**src/rtl/itu656_encoder_if.sv**
```systemverilog
// Pixel word handshake between the upstream pixel source and the ITU-R 656 encoder.
// The master drives pix_data and pix_valid; the slave drives pix_ready.
interface itu656_encoder_if;
    logic [15:0] pix_data;
    logic        pix_valid;
    logic        pix_ready;

    modport master (
        output pix_data,
        output pix_valid,
        input  pix_ready
    );

    modport slave (
        input  pix_data,
        input  pix_valid,
        output pix_ready
    );
endinterface

```
**src/rtl/itu656_encoder.sv**
```systemverilog
// ITU-R 656 transmitter: turns 4:2:2 {Y,C} words into a 525-line byte stream.
// The stream carries EAV/SAV timing codes and blanking fill, one byte per clock.
module itu656_encoder #(
    parameter int BYTES_LINE  = 1716,
    parameter int ACT_BYTES   = 1440,
    parameter int LINES_FRAME = 525,
    parameter int F0_START    = 4,
    parameter int F1_START    = 266,
    parameter int ACT0_FIRST  = 20,
    parameter int ACT0_LAST   = 263,
    parameter int ACT1_FIRST  = 283,
    parameter int ACT1_LAST   = 525
) (
    input  logic               clk,
    input  logic               areset,
    input  logic               enable,
    itu656_encoder_if.slave    pix,
    output logic [7:0]         td_data,
    output logic               td_h,
    output logic               td_v,
    output logic               td_field,
    output logic               sof,
    output logic               underflow
);
    localparam int CW = $clog2(BYTES_LINE);
    localparam int LW = $clog2(LINES_FRAME + 1);

    localparam logic [CW-1:0] C_LAST = CW'(BYTES_LINE - 1);
    localparam logic [CW-1:0] C_EAVE = CW'(4);
    localparam logic [CW-1:0] C_SAV  = CW'(BYTES_LINE - ACT_BYTES - 4);
    localparam logic [CW-1:0] C_ACT  = CW'(BYTES_LINE - ACT_BYTES);
    localparam logic [LW-1:0] L_LAST = LW'(LINES_FRAME);
    localparam logic [LW-1:0] L_F0   = LW'(F0_START);
    localparam logic [LW-1:0] L_F1   = LW'(F1_START);
    localparam logic [LW-1:0] L_A0F  = LW'(ACT0_FIRST);
    localparam logic [LW-1:0] L_A0L  = LW'(ACT0_LAST);
    localparam logic [LW-1:0] L_A1F  = LW'(ACT1_FIRST);
    localparam logic [LW-1:0] L_A1L  = LW'(ACT1_LAST);

    typedef enum logic {S_IDLE, S_RUN} state_t;

    state_t          r_state;
    state_t          w_next;
    logic [CW-1:0]   r_byte_cnt;
    logic [LW-1:0]   r_line;
    logic [7:0]      r_y;
    logic            r_y_ok;

    logic            w_eol;
    logic            w_f;
    logic            w_v;
    logic            w_h;
    logic [7:0]      w_xy;
    logic            w_code;
    logic [1:0]      w_k;
    logic            w_act;
    logic            w_chroma;
    logic            w_under;
    logic [7:0]      w_byte;

    // Reserved codes 00/FF must never appear inside the payload.
    function automatic logic [7:0] f_clip(input logic [7:0] b);
        if (b == 8'h00) return 8'h01;
        if (b == 8'hFF) return 8'hFE;
        return b;
    endfunction

    assign w_eol = (r_byte_cnt == C_LAST);
    assign w_f   = !(r_line >= L_F0 && r_line < L_F1);
    assign w_v   = !((r_line >= L_A0F && r_line <= L_A0L) ||
                     (r_line >= L_A1F && r_line <= L_A1L));
    assign w_h   = (r_byte_cnt < C_SAV);
    assign w_xy  = {1'b1, w_f, w_v, w_h, w_v ^ w_h, w_f ^ w_h,
                    w_f ^ w_v, w_f ^ w_v ^ w_h};

    assign w_code = (r_byte_cnt < C_EAVE) ||
                    (r_byte_cnt >= C_SAV && r_byte_cnt < C_ACT);
    assign w_k    = w_h ? r_byte_cnt[1:0] : 2'(r_byte_cnt - C_SAV);

    assign w_act    = (r_state == S_RUN) && !w_v && (r_byte_cnt >= C_ACT);
    assign w_chroma = w_act && !r_byte_cnt[0];
    assign w_under  = w_chroma && !pix.pix_valid;

    assign pix.pix_ready = w_chroma;

    always_ff @(posedge clk or posedge areset) begin
        if (areset) r_state <= S_IDLE;
        else        r_state <= w_next;
    end

    always_comb begin
        w_next = r_state;
        unique case (r_state)
            S_IDLE: if (enable) w_next = S_RUN;
            S_RUN:  if (w_eol && r_line == L_LAST && !enable) w_next = S_IDLE;
        endcase
    end

    always_ff @(posedge clk or posedge areset) begin
        if (areset) begin
            r_byte_cnt <= '0;
            r_line     <= LW'(1);
        end else if (r_state == S_RUN && w_next == S_RUN) begin
            if (w_eol) begin
                r_byte_cnt <= '0;
                r_line     <= (r_line == L_LAST) ? LW'(1) : r_line + 1'b1;
            end else begin
                r_byte_cnt <= r_byte_cnt + 1'b1;
            end
        end else begin
            r_byte_cnt <= '0;
            r_line     <= LW'(1);
        end
    end

    // Luma of the word taken on the chroma slot goes out on the following slot.
    always_ff @(posedge clk or posedge areset) begin
        if (areset) begin
            r_y    <= 8'h00;
            r_y_ok <= 1'b0;
        end else if (w_chroma) begin
            r_y    <= f_clip(pix.pix_data[15:8]);
            r_y_ok <= pix.pix_valid;
        end
    end

    always_comb begin
        w_byte = r_byte_cnt[0] ? 8'h10 : 8'h80;
        if (w_code) begin
            unique case (w_k)
                2'd0:    w_byte = 8'hFF;
                2'd3:    w_byte = w_xy;
                default: w_byte = 8'h00;
            endcase
        end else if (w_act) begin
            if (!r_byte_cnt[0])
                w_byte = pix.pix_valid ? f_clip(pix.pix_data[7:0]) : 8'h80;
            else
                w_byte = r_y_ok ? r_y : 8'h10;
        end
    end

    always_ff @(posedge clk or posedge areset) begin
        if (areset) begin
            td_data   <= 8'h10;
            td_h      <= 1'b1;
            td_v      <= 1'b1;
            td_field  <= 1'b1;
            sof       <= 1'b0;
            underflow <= 1'b0;
        end else if (r_state == S_RUN) begin
            td_data   <= w_byte;
            td_h      <= w_h;
            td_v      <= w_v;
            td_field  <= w_f;
            sof       <= (r_byte_cnt == '0) && (r_line == LW'(1));
            underflow <= w_under;
        end else begin
            td_data   <= 8'h10;
            td_h      <= 1'b1;
            td_v      <= 1'b1;
            td_field  <= 1'b1;
            sof       <= 1'b0;
            underflow <= 1'b0;
        end
    end
endmodule

```
**src/flat_wrapper.sv**
```systemverilog
// flat-port wrapper written by rule: the top's interface ports become plain ports
module itu656_encoder_flat 
#(
    parameter int BYTES_LINE  = 1716,
    parameter int ACT_BYTES   = 1440,
    parameter int LINES_FRAME = 525,
    parameter int F0_START    = 4,
    parameter int F1_START    = 266,
    parameter int ACT0_FIRST  = 20,
    parameter int ACT0_LAST   = 263,
    parameter int ACT1_FIRST  = 283,
    parameter int ACT1_LAST   = 525
)
  (clk, areset, enable, td_data, td_h, td_v, td_field, sof, underflow, pix_pix_data, pix_pix_valid, pix_pix_ready);
  itu656_encoder_if pix_i ();
  input  logic clk;
  input  logic areset;
  input  logic enable;
  output logic [7:0] td_data;
  output logic td_h;
  output logic td_v;
  output logic td_field;
  output logic sof;
  output logic underflow;
  input wire logic [$bits(pix_i.pix_data)-1:0] pix_pix_data;
  input wire logic [$bits(pix_i.pix_valid)-1:0] pix_pix_valid;
  output wire logic [$bits(pix_i.pix_ready)-1:0] pix_pix_ready;
  assign pix_i.pix_data = pix_pix_data;
  assign pix_i.pix_valid = pix_pix_valid;
  assign pix_pix_ready = pix_i.pix_ready;
  itu656_encoder #(.BYTES_LINE(BYTES_LINE), .ACT_BYTES(ACT_BYTES), .LINES_FRAME(LINES_FRAME), .F0_START(F0_START), .F1_START(F1_START), .ACT0_FIRST(ACT0_FIRST), .ACT0_LAST(ACT0_LAST), .ACT1_FIRST(ACT1_FIRST), .ACT1_LAST(ACT1_LAST)) u_core (.clk(clk), .areset(areset), .enable(enable), .pix(pix_i), .td_data(td_data), .td_h(td_h), .td_v(td_v), .td_field(td_field), .sof(sof), .underflow(underflow));
endmodule
```
**config.mk**
```make
export PLATFORM = sky130hd
export DESIGN_NAME = itu656_encoder_flat
export DESIGN_NICKNAME = d
export VERILOG_FILES = /design/src/rtl/itu656_encoder_if.sv /design/src/rtl/itu656_encoder.sv /design/src/flat_wrapper.sv
export SDC_FILE = /design/constraint.sdc
export NUM_CORES = 1
export LEC_CHECK = 0
export CAP_MARGIN = 10
export CORE_MARGIN = 2
export CORE_UTILIZATION = 55
export CTS_CLUSTER_SIZE = 24
export DETAILED_ROUTE_END_ITERATION = 16
export GPL_TIMING_DRIVEN = 0
export PLACE_DENSITY = 0.77
export SLEW_MARGIN = 20
export SYNTH_ARGS = -nofsm -noshare
export SYNTH_HDL_FRONTEND = slang
export SYNTH_SLANG_ARGS = --single-unit
export TNS_END_PERCENT = 5
```
**constraint.sdc**
```tcl
create_clock -name clk -period 5.56 [get_ports clk]
set_input_delay 0.556 -clock clk [delete_from_list [all_inputs] [get_ports clk]]
set_output_delay 0.556 -clock clk [all_outputs]
set_load 0.01 [all_outputs]
```
== After elaboration in Yosys (flattened, before gate mapping) ==
Index checks and enable logic that the tools add are counted.

* Output and inout port bits: 14
* Input port bits: 20
* Register bits after elaboration: 44
* Word-level logic and storage cells: 104

* Magnitude comparators: 11
* Reductions and logical operators: 23
* Equal/unequal tests: 7
* Mux-type cells: 44
* Add/sub/neg operators: 3
* Bitwise gates (word level): 5

{| class="wikitable"
|+ Operators by type and width
! cell !! count
|-
| 2-to-1 mux 8 bit || 15
|-
| 2-to-1 mux 10 bit || 3
|-
| >= comparator 11 x 9 -> 1 bit (second input constant) || 2
|-
| < comparator 11 x 9 -> 1 bit (second input constant) || 2
|-
| 2-to-1 mux 11 bit || 2
|-
| 2-to-1 mux 1 bit || 21
|-
| equality test 8 bit (second input constant) || 2
|-
| logical NOT 8 bit || 2
|-
| one-hot mux 8 bit (2 select lines) || 1
|-
| logical AND 1 bit || 12
|-
| adder 11 x 1 -> 11 bit (second input constant) || 1
|-
| equality test 11 bit (second input constant) || 1
|-
| logical NOT 11 bit || 1
|-
| < comparator 11 x 3 -> 1 bit (second input constant) || 1
|-
| adder 10 x 1 -> 10 bit (second input constant) || 1
|-
| equality test 10 x 1 -> 1 bit (second input constant) || 1
|-
| equality test 10 bit (second input constant) || 1
|-
| >= comparator 10 x 3 -> 1 bit (second input constant) || 1
|-
| >= comparator 10 x 5 -> 1 bit (second input constant) || 1
|-
| >= comparator 10 x 9 -> 1 bit (second input constant) || 1
|-
| <= comparator 10 bit (second input constant) || 1
|-
| <= comparator 10 x 9 -> 1 bit (second input constant) || 1
|-
| < comparator 10 x 9 -> 1 bit (second input constant) || 1
|-
| logical NOT 1 bit || 5
|-
| other kinds (9) || 13
|}

== Logic depth before layout (Yosys ltp) ==
Gate-level depths: netlist (run 1).

* Word-level depth: 18
* Mapped depth: 9
* Gate-level depth less buffers: 7

== Least setup slack after synthesis (run 1) ==
OpenSTA, ideal clock, no wires.

* Path kind: reg2out
* From: register u_core.r_line[5]
* To: output pix_pix_ready
* Slack: 2.710 ns
* Buffers on the path: 3
* Data required time: 5.004 ns
* Cell stages (with the launch flop): 9
* Arrival time: 2.294 ns
* Cell sequence: dfrtp_1 > buf_6 > or4_1 > buf_2 > or4b_4 > o31a_2 > a211o_1 > buf_6 > inv_1

* Cells in the longest elaborated chain, start to end: 6
* Elaborated cells between the ends (all ways): 10
* Classes of those cells: order compare (4); reduce/logical (6)

{| class="wikitable"
|+ RTL lines
! what !! RTL line !! source
|-
| start: declaration || itu656_encoder.sv:45 || <nowiki>logic [LW-1:0] r_line;</nowiki>
|-
| start signal: assignment || itu656_encoder.sv:106 || <nowiki>r_line <= (r_line == L_LAST) ? LW'(1) : r_line + 1'b1;</nowiki>
|-
| >= comparator 10 x 5 -> 1 bit, or another cell as far along || itu656_encoder.sv:70 || <nowiki>assign w_v = !((r_line >= L_A0F && r_line <= L_A0L) ||</nowiki>
|-
| logical AND 1 bit (on tied branches) || itu656_encoder.sv:70, itu656_encoder.sv:71 ||
|-
| logical OR 1 bit * || itu656_encoder.sv:70 ||
|-
| logical AND 1 bit * (2 in a row) || itu656_encoder.sv:80 || <nowiki>assign w_act = (r_state == S_RUN) && !w_v && (r_byte_cnt >= C_ACT);</nowiki>
|-
| logical AND 1 bit * || itu656_encoder.sv:81 || <nowiki>assign w_chroma = w_act && !r_byte_cnt[0];</nowiki>
|-
| end: declaration || flat_wrapper.sv:27 || <nowiki>output wire logic [$bits(pix_i.pix_ready)-1:0] pix_pix_ready;</nowiki>
|}

Every way passes the cells marked *; elsewhere a longest branch is shown, timed or not.

== Worst setup path in the final report (run 1) ==
Same ends and word-level chain as after synthesis.

==> flow_metrics.py, run 1 <==
metrics = {
    "power": {
        "ir_drop_mv": 0.101,
        "leakage_uw": 0.00129,
        "total_power_uw": 566,
        "pwr_density_cell_nw_per_um2": 190,
    },
    "detailed_routing": {
        "vias_per_cell": 5.93,
        "drtPass1Iterations": 5,
        "drc_errors": 0,
        "drt-total-wl_um": 5340,
        "postRouteAntennaNets": 0,
        "wl_per_cell_um": 15.2,
        "drt-initial-drc-count": 210,
        "vias": 2080,
    },
    "layout": {
        "syn_to_final_growth_pct": 20.4,
        "diodes": 0,
        "nets": 324,
        "drive_gt1_frac": 0.100,
        "nFillCells": 354,
        "instances_no_fill": 351,
    },
    "worst_setup_path": {
        "worst-path-buf-inv": 5,
        "cpMaxStageDelayCell": "clkdlybuf4s50_1",
        "cp_cell_sequence": "buf_6 -> or4_1 -> buf_2 -> or4b_4 -> o31a_2 -> a211o_1 -> buf_6 -> inv_1 -> clkdlybuf4s50_1",
        "cp_top_family": "buffers and inverters",
        "timing.rr.start": "u_core.r_line[5]$_DFFE_PP0P_",
        "crit_top_cell": "buf_6",
        "cp.arrival_ns": 3.22,
        "worstSetupPathType": "flip-flop to output port",
        "crit_start": "u_core.r_line[5]$_DFFE_PP0P_",
        "endpoint_kind": "output port",
        "cp_data_required_time_ns": 5.00,
        "startpoint_type": "flip-flop",
        "path_max_fanout": 10,
        "max_stage_delay_ns": 0.52,
    },
    "yosys": {
        "ys_types": 50,
        "yosys_warnings": 0,
        "synth_edf_count": 0,
        "ys_seq_elements": 44,
        "syn_area_um2": 2470,
        "syn_nets": 284,
        "ys_seq_area_frac": 0.448,
        "avgSynthCellArea_um2": 9.59,
        "synth-async-reset-ratio": 1.00,
        "syn-instance-count": 258,
        "synth_ff_type": "dfrtp_1",
    },
    "placement": {
        "gp_congestion": 0.914,
        "dp_hpwl_um": 4000,
        "dp.cells": 343,
        "port_buffers": 32,
    },
    "timing": {
        "hold_viol": 0,
        "finalSetupViolCount": 0,
        "slew_headroom": 0.562,
        "max_freq_mhz": 265,
        "rsz0062_at_grt": "no",
        "fin_crit_sh": 0.679,
        "hold_ws_ns": 0.511,
        "worstMarginPinSlew_ns": 0.652,
        "drv_slew": 0,
        "fin_crit_ns": 3.77,
        "clock_skew_ns": 0.00354,
        "fin_setup_tns_ns": 0,
    },
    "clock_tree": {
        "insertion_delay_ns": 0.30,
        "htree_levels": 2,
        "clk_pin_slew_ns": 0.08,
        "clockRootBuffer": "clkbuf_8",
        "cts_buffers": 5,
        "cts_setup_buffers": 0,
        "numClockSinks": 44,
        "cts_tree": "built",
        "cts_resized": 0,
        "cts_max_path_buffers": 2,
        "ctsHoldBuffers": 0,
    },
    "worst_hold_path": {
        "min-delay-start": "u_core.r_y[0]$_DFFE_PP0P_",
        "hold_class": "flip-flop to flip-flop",
    },
    "die": {
        "core_um2": 4350,
        "initial_core_util": 0.568,
        "die_area_um2": 5050,
        "pin_count": 34,
        "rows": 24,
        "die_y_um": 71.1,
        "fp.dieW_um": 71.1,
    },
    "global_route": {
        "grt_pass1_vias": 2031,
        "grt_first_pass_wirelength_um": 9220,
        "grt_max_degree": 25,
        "grtUsageTotal": 0.230,
        "antenna_found_initial": 0,
        "grt_overflow": 0,
    },
    "run": {
        "maxCapViolCount": 0,
    },
    "status": {
        "status": "finished, final reports clean",
    },
}
## synth_stat cells (6+ instances only)
cell type / n / share of area
ha_1: 6 / 0.030
o21ai_0: 13 / 0.026
dfrtp_1: 39 / 0.39
inv_1: 12 / 0.018
nand3_1: 11 / 0.022
nand4_1: 9 / 0.023
nor3_1: 6 / 0.012
nand2_1: 16 / 0.024
xnor2_1: 6 / 0.021
a21oi_1: 12 / 0.024
xor2_1: 12 / 0.042
and3_1: 6 / 0.015
clkbuf_1: 9 / 0.014
nor2_1: 27 / 0.041
a32o_1: 6 / 0.024
## sequential cells by signal, indices dropped and copies added, names as in the netlist
name,flops
u_core.td_v,1
u_core.underflow,1
u_core.td_field,1
u_core.r_state,1
u_core.r_y,8
u_core.sof,1
u_core.td_h,1
u_core.td_data,8
u_core.r_y_ok,1
u_core.r_line,10
u_core.r_byte_cnt,11
## per-stage QoR
stage / worst slack [ns] / instance area (um2) / util
CTS: 1.77 / 2980 / 0.684
floorplan: 2.71 / 2470 / -
finish: 1.79 / 2980 / 0.684
global route: 1.69 / 2980 / 0.684
detailed placement: 2.12 / 2890 / 0.663
global placement: 2.14 / 2860 / 0.657
## logic make-up (layout without fill, tap and decap cells)
group,Yosys count,after routing,share of synthesized area
AO/OA/AOI/OAI,60,60,0.169
XOR/XNOR,18,18,0.0637
adder cells (fa/ha/maj),6,6,0.0303
buffers and inverters,26,67,0.0460
flip-flops,44,44,0.448
multiplexers,7,7,0.0395
AND/OR/NAND/NOR,97,97,0.203
## worst min-delay path, delay by kind of cell, from the launching register on
kind	cells	cell delay [ns]
flip-flops	1	0.36
AO/OA/AOI/OAI	1	0.07
AND/OR/NAND/NOR	1	0.05
## layer usage
| layer | vias to the layer above | track usage | part of all wire |
|---|---|---|---|
| met2 | 45 | 0.359 | 0.47 |
| met1 | 1013 | 0.330 | 0.48 |
| met5 | - | 0 | 0 |
| met3 | 6 | 0.0385 | 0.039 |
| met4 | 0 | 0.0755 | 0.013 |
| li1 | 1016 | - | - |
## worst paths after layout
kind | depth (start not counted) | to | slack [ns]
setup / recovery | 9 | pix_pix_ready | 1.79
hold / removal | 2 | u_core.r_y[0]$_DFFE_PP0P_ | 0.51
setup reg to reg | 8 | u_core.td_data[7]$_DFF_PP0_ | 2.77
hold reg to reg | 2 | u_core.r_y[0]$_DFFE_PP0P_ | 0.51
max in group asynchronous | 3 | u_core.r_line[0]$_DFFE_PP1P_ | 4.37
min in group asynchronous | 2 | u_core.r_y[1]$_DFFE_PP0P_ | 0.62
## cell usage in the layout, fill, tap and decap left out, types with 9 or more instances in the layout
| master | instances |
|---|---|
| o21ai_0 | 13 |
| clkbuf_1 | 9 |
| nand2_1 | 16 |
| inv_1 | 11 |
| a21oi_1 | 12 |
| nor2_1 | 27 |
| xor2_1 | 12 |
| dfrtp_1 | 39 |
| nand3_1 | 11 |
| nand4_1 | 9 |
| clkdlybuf4s50_1 | 32 |
## final cells by class
type / instances / area, um2 / share of cell area
multi-input cells: 188 / 1250 / 0.420
flip-flops and latches: 44 / 1110 / 0.372
clock inverters: 2 / 10.0 / 0.00336
repair buffers: 33 / 348 / 0.117
clock buffers: 6 / 82.6 / 0.0277
plain buffers: 14 / 68.8 / 0.0231
well taps: 52 / 65.1 / 0.0218
inverters: 12 / 45.0 / 0.0151
## power by group
group	switching, uW	internal [uW]	total [uW]
logic	15.5	19.8	35.2
clock network	106	99.2	205
registers	2.02	323	325
No activity file was read; power rests on OpenSTA's default activity.
==> run 2: changes to the inputs <==
==> constraint.sdc (replaced) <==
create_clock -name clk -period 3.6 [get_ports clk]
set_input_delay 0.36 -clock clk [delete_from_list [all_inputs] [get_ports clk]]
set_output_delay 0.36 -clock clk [all_outputs]
set_load 0.01 [all_outputs]
==> flow_metrics.py, run 2 (same netlist as run 1, synthesis figures left out) <==
metrics = {
    "die": {
        "core_um2": 4350,
        "rows": 24,
        "die_y_um": 71.1,
        "pin_count": 34,
        "die_area_um2": 5050,
        "fp.dieW_um": 71.1,
        "initial_core_util": 0.568,
    },
    "power": {
        "combPwrFrac": 0.062,
        "leakage_uw": 0.00131,
        "pwr_density_cell_nw_per_um2": 292,
        "p_sw_frac": 0.219,
        "power_switching_uw": 191,
        "p_int_uw": 682,
        "pwr-share-clk": 0.363,
        "total_power_uw": 873,
        "ir_drop_mv": 0.156,
        "seq_power_share": 0.575,
    },
    "worst_setup_path": {
        "endpoint_kind": "output port",
        "cp_data_required_time_ns": 3.24,
        "cp_cell_sequence": "buf_6 -> or4_1 -> buf_2 -> or4b_4 -> o31a_2 -> a211o_4 -> buf_6 -> inv_1 -> dlymetal6s2s_1",
        "crit_top_cell": "buf_6",
        "reg2reg_depth": 8,
        "max_stage_delay_ns": 0.50,
        "timing.rr.end": "u_core.td_data[7]$_DFF_PP0_",
        "timing.rr.start": "u_core.r_line[5]$_DFFE_PP0P_",
        "rrSetupSlack_ns": 0.79,
        "cpMaxStageDelayCell": "or4_1",
        "startpoint_type": "flip-flop",
        "cp.arrival_ns": 2.84,
        "path_max_fanout": 10,
        "cp_num_cells": 9,
        "crit_start": "u_core.r_line[5]$_DFFE_PP0P_",
        "crit_end": "pix_pix_ready",
        "worstSetupPathType": "flip-flop to output port",
        "cp_top_family": "simple AND/OR/NAND/NOR gates",
        "worst-path-buf-inv": 5,
    },
    "detailed_routing": {
        "vias": 2100,
        "drt-initial-drc-count": 226,
        "drc_errors": 0,
        "routed.top_layer": "met4",
        "postRouteAntennaNets": 0,
        "vias_per_cell": 5.98,
        "wl_per_cell_um": 15.2,
        "drt-total-wl_um": 5350,
        "met3_length_um": 219,
        "drtPass1Iterations": 5,
        "dr_wl_met2_um": 2540,
        "routedLengthMet1_um": 2520,
    },
    "global_route": {
        "grt_max_degree": 25,
        "antenna_found_initial": 0,
        "grt_pass1_vias": 2031,
        "grt_overflow": 0,
        "grtUsageTotal": 0.230,
        "grt_first_pass_wirelength_um": 9220,
    },
    "layout": {
        "mostFrequentLayoutCell": "dfrtp_1",
        "nFillCells": 350,
        "nets": 324,
        "largest_reg_flops": 11,
        "reg_top3": "u_core.r_byte_cnt x11, u_core.r_line x10",
        "fin_util": 0.687,
        "final_cell_mix": "39 x dfrtp_1, 31 x clkdlybuf4s50_1, 27 x nor2_1",
        "diodes": 0,
        "syn_to_final_growth_pct": 20.9,
        "drive_gt1_frac": 0.104,
        "top_register": "u_core.r_byte_cnt",
    },
    "clock_tree": {
        "htree_levels": 2,
        "cts_buffers": 5,
        "cts_max_path_buffers": 2,
        "cts_setup_buffers": 0,
        "clk_pin_slew_ns": 0.08,
        "clockRootBuffer": "clkbuf_8",
        "insertion_delay_ns": 0.30,
        "numClockSinks": 44,
        "cts_tree": "built",
    },
    "placement": {
        "gp_congestion": 0.914,
        "dp_hpwl_um": 4000,
        "port_buffers": 32,
    },
    "timing": {
        "slew_headroom": 0.542,
        "clock_skew_ns": 0.00351,
        "fin_crit_ns": 3.20,
        "fin_crit_sh": 0.889,
        "finalSetupViolCount": 0,
        "max_freq_mhz": 313,
        "fin_setup_tns_ns": 0,
        "rsz0062_at_grt": "no",
        "worstMarginPinSlew_ns": 0.683,
        "hold_viol": 0,
        "drv_slew": 0,
    },
    "run": {
        "maxCapViolCount": 0,
    },
    "worst_hold_path": {
        "hold_class": "primary input to flip-flop",
    },
    "status": {
        "status": "finished, final reports clean",
    },
}
==> run 2: timing repair <==
| item | in CTS | in global routing |
|---|---|---|
| hold buffers | 0 | 0 |
| resized for setup | 0 | 2 |
| hold endpoints to repair | 0 | 0 |
| endpoints found under the setup margin | 0 | 1 |
==> run 2: metrics by stage <==
step / hold WS [ns] / worst slack, ns / area, um2 / std cells
5_1_grt: 0.423 / 0.309 / 2990 / 351
3_3_place_gp: 0.466 / 0.376 / 2860 / 342
3_5_place_dp: 0.492 / 0.354 / 2890 / 343
6_report: 0.421 / 0.401 / 2990 / 351
2_1_floorplan: 0.450 / 0.946 / 2470 / 258
4_1_cts: 0.409 / 0.00610 / 2980 / 351
==> run 2: layer usage <==
layer	up-vias	track usage
met2	56	0.359
met4	0	0.0755
met3	6	0.0385
met1	1022	0.330
li1	1016	-
met5	-	0
==> run 2: worst min-delay path by stage <==
stage / start / endpoint / slack [ns] / cells after the start
after global routing: pix_pix_valid / u_core.underflow$_DFF_PP0_ / 0.42 / 2
after floorplan: u_core.r_y[0]$_DFFE_PP0P_ / u_core.r_y[0]$_DFFE_PP0P_ / 0.45 / 2
after global placement: u_core.r_y[0]$_DFFE_PP0P_ / u_core.r_y[0]$_DFFE_PP0P_ / 0.47 / 2
after detailed placement: u_core.r_y[4]$_DFFE_PP0P_ / u_core.r_y[4]$_DFFE_PP0P_ / 0.49 / 1
after CTS: pix_pix_valid / u_core.underflow$_DFF_PP0_ / 0.41 / 2
final: pix_pix_valid / u_core.underflow$_DFF_PP0_ / 0.42 / 2
==> run 2: worst reg2reg max path: cells and delay by family (launching register included) <==
family | cells | cell delay, ns
flip-flops | 1 | 0.38
AO/OA/AOI/OAI | 4 | 1.03
buffers and inverters | 2 | 0.30
AND/OR/NAND/NOR | 2 | 0.99
==> run 2: final cells by class <==
class	instances	area, um2	share of cell area
multi-input combinational	188	1260	0.422
sequential	44	1110	0.370
timing repair buffer	33	350	0.117
clock buffer	6	82.6	0.0276
buffer	14	68.8	0.0230
tap	52	65.1	0.0218
inverter	12	45.0	0.0151
clock inverter	2	10.0	0.00335
==> run 2: power groups by stage <==
stage | clock (uW) | combinational, uW | sequential, uW
after floorplan | 0 | 21.9 | 510
after global placement | 0 | 49.9 | 511
after detailed placement | 0 | 54.8 | 511
after CTS | 324 | 55.1 | 502
after global routing | 338 | 60.0 | 502
final | 317 | 54.4 | 502
==> run 3: changes to the inputs <==
--- a/config.mk
+++ b/config.mk
@@ -6,12 +6,14 @@
 export NUM_CORES = 1
 export LEC_CHECK = 0
 export CAP_MARGIN = 10
+export CELL_PAD_IN_SITES_DETAIL_PLACEMENT = 1
+export CELL_PAD_IN_SITES_GLOBAL_PLACEMENT = 1
 export CORE_MARGIN = 2
-export CORE_UTILIZATION = 55
+export CORE_UTILIZATION = 42
 export CTS_CLUSTER_SIZE = 24
 export DETAILED_ROUTE_END_ITERATION = 16
 export GPL_TIMING_DRIVEN = 0
-export PLACE_DENSITY = 0.77
+export PLACE_DENSITY = 0.76
 export SLEW_MARGIN = 20
 export SYNTH_ARGS = -nofsm -noshare
 export SYNTH_HDL_FRONTEND = slang
==> flow_metrics.py, run 3 (same netlist as run 1, synthesis figures left out) <==
metrics = {
    "die": {
        "fp.dieW_um": 80.7,
        "die_area_um2": 6520,
        "pin_count": 34,
        "initial_core_util": 0.441,
        "rows": 27,
        "core_um2": 5610,
        "die_y_um": 80.7,
    },
    "global_route": {
        "antenna_found_initial": 0,
        "grt.busiest_layer": "met2",
        "grt_first_pass_wirelength_um": 10600,
        "use_met3": 0.0411,
        "met2_usage": 0.342,
        "grt_overflow": 0,
        "grt_pass1_vias": 2131,
        "grt_max_degree": 25,
        "gr-usage-met1": 0.291,
        "grtUsageTotal": 0.210,
    },
    "detailed_routing": {
        "drc_errors": 0,
        "drt-initial-drc-count": 120,
        "drtPass1Iterations": 4,
        "vias": 2088,
        "postRouteAntennaNets": 0,
        "wl_per_cell_um": 17.0,
        "vias_per_cell": 5.63,
        "drt-total-wl_um": 6320,
    },
    "timing": {
        "slew_headroom": 0.530,
        "finalSetupViolCount": 0,
        "max_freq_mhz": 300,
        "fin_crit_ns": 3.33,
        "drv_slew": 0,
        "fin_setup_tns_ns": 0,
        "clock_skew_ns": 0.00554,
        "hold_ws_ns": 0.421,
        "rsz0062_at_grt": "no",
        "worstMarginPinSlew_ns": 0.698,
        "fin_crit_sh": 0.925,
        "hold_viol": 0,
    },
    "clock_tree": {
        "cts_max_path_buffers": 2,
        "cts_resized": 2,
        "numClockSinks": 44,
        "cts_setup_buffers": 0,
        "cts_buffers": 5,
        "clk_pin_slew_ns": 0.08,
        "htree_levels": 2,
        "clockRootBuffer": "clkbuf_8",
        "ctsHoldBuffers": 0,
        "cts_tree": "built",
        "insertion_delay_ns": 0.29,
    },
    "placement": {
        "placed_cell_area_um2": 2910,
        "dp.cells": 363,
        "dp_hpwl_um": 4760,
        "gp_congestion": 0.818,
        "port_buffers": 32,
    },
    "layout": {
        "largest_reg_flops": 11,
        "syn_to_final_growth_pct": 22.1,
        "final_area_um2": 3020,
        "mostFrequentLayoutCell": "dfrtp_1",
        "top_register": "u_core.r_byte_cnt",
        "reg_top3": "u_core.r_byte_cnt x11, u_core.r_line x10",
        "diodes": 0,
        "final_cell_mix": "39 x dfrtp_1, 31 x clkdlybuf4s50_1, 27 x nor2_1",
        "drive_gt1_frac": 0.100,
        "instances_no_fill": 371,
        "nets": 324,
    },
    "worst_setup_path": {
        "crit_start": "u_core.r_line[5]$_DFFE_PP0P_",
        "cp_data_required_time_ns": 3.24,
        "path_max_fanout": 10,
        "endpoint_kind": "output port",
        "worstSetupPathType": "flip-flop to output port",
        "startpoint_type": "flip-flop",
        "timing.rr.start": "u_core.r_line[5]$_DFFE_PP0P_",
        "reg2reg_depth": 8,
        "cp.arrival_ns": 2.97,
        "timing.rr.end": "u_core.td_data[7]$_DFF_PP0_",
        "rrSetupSlack_ns": 0.83,
    },
    "power": {
        "seq_power_share": 0.560,
        "ir_drop_mv": 0.191,
        "pwr_density_cell_nw_per_um2": 297,
        "pwr-share-clk": 0.378,
        "power_switching_uw": 191,
        "combPwrFrac": 0.062,
        "leakage_uw": 0.00130,
        "p_sw_frac": 0.213,
        "p_int_uw": 704,
    },
    "run": {
        "maxCapViolCount": 0,
    },
    "status": {
        "status": "finished, final reports clean",
    },
    "worst_hold_path": {
        "hold_end": "u_core.underflow$_DFF_PP0_",
        "hold_class": "primary input to flip-flop",
        "min-delay-start": "pix_pix_valid",
        "whs_path_depth": 2,
    },
}
==> run 3: changes by cell type in the layout (fill, tap and decap cells not counted), sizes merged <==
| cell | delta |
|---|---|
| clkbuf | +2 |
| clkinv | -2 |
| dlygate4sd2 | +1 |
| dlymetal6s2s | -1 |
==> run 3: cell type report <==
type                            instances  area, um2
Fill cell                             668       2590
Multi-Input combinational cell        188       1260
Sequential cell                        44       1110
Timing Repair Buffer                   33        347
Clock buffer                            8        100
Tap cell                               72       90.1
Buffer                                 14       68.8
Inverter                               12       45.0
==> run 3: how the worst max path moves through the flow <==
stage | endpoint | slack (ns) | depth (start not counted)
after global routing | pix_pix_ready | 0.13 | 9
after CTS | pix_pix_ready | 0.26 | 9
after floorplan | pix_pix_ready | 0.95 | 8
after detailed placement | pix_pix_ready | 0.31 | 9
final | pix_pix_ready | 0.27 | 9
after global placement | pix_pix_ready | 0.36 | 9
==> run 3: power by group through the flow <==
stage	clock network, uW	registers, uW	logic [uW]
after floorplan	0	510	21.9
after global placement	0	511	50.8
after detailed placement	0	511	55.7
after CTS	344	502	56.2
after global routing	367	502	60.7
final	339	502	55.1
==> run 3: routing by layer <==
layer  up-vias  part of all wire
met3         9             0.027
met5         -                 0
met2        34              0.48
met1      1031              0.48
met4         0             0.013
li1       1014                 -
==> run 3: metrics by stage <==
step	setup slack (ns)	total power (uW)	utilization
2_1_floorplan	0.946	532	-
3_3_place_gp	0.360	562	0.514
3_5_place_dp	0.312	567	0.519
4_1_cts	0.262	902	0.538
5_1_grt	0.135	930	0.538
6_report	0.271	895	0.538
==> run 3: critical path, cell delays in order, from the launching register on <==
cell	delay, ns
dfrtp_1	0.38
buf_6	0.13
or4_1	0.51
buf_2	0.17
or4b_4	0.49
o31a_2	0.16
a211o_4	0.36
buf_6	0.16
inv_1	0.05
dlygate4sd2_1	0.27
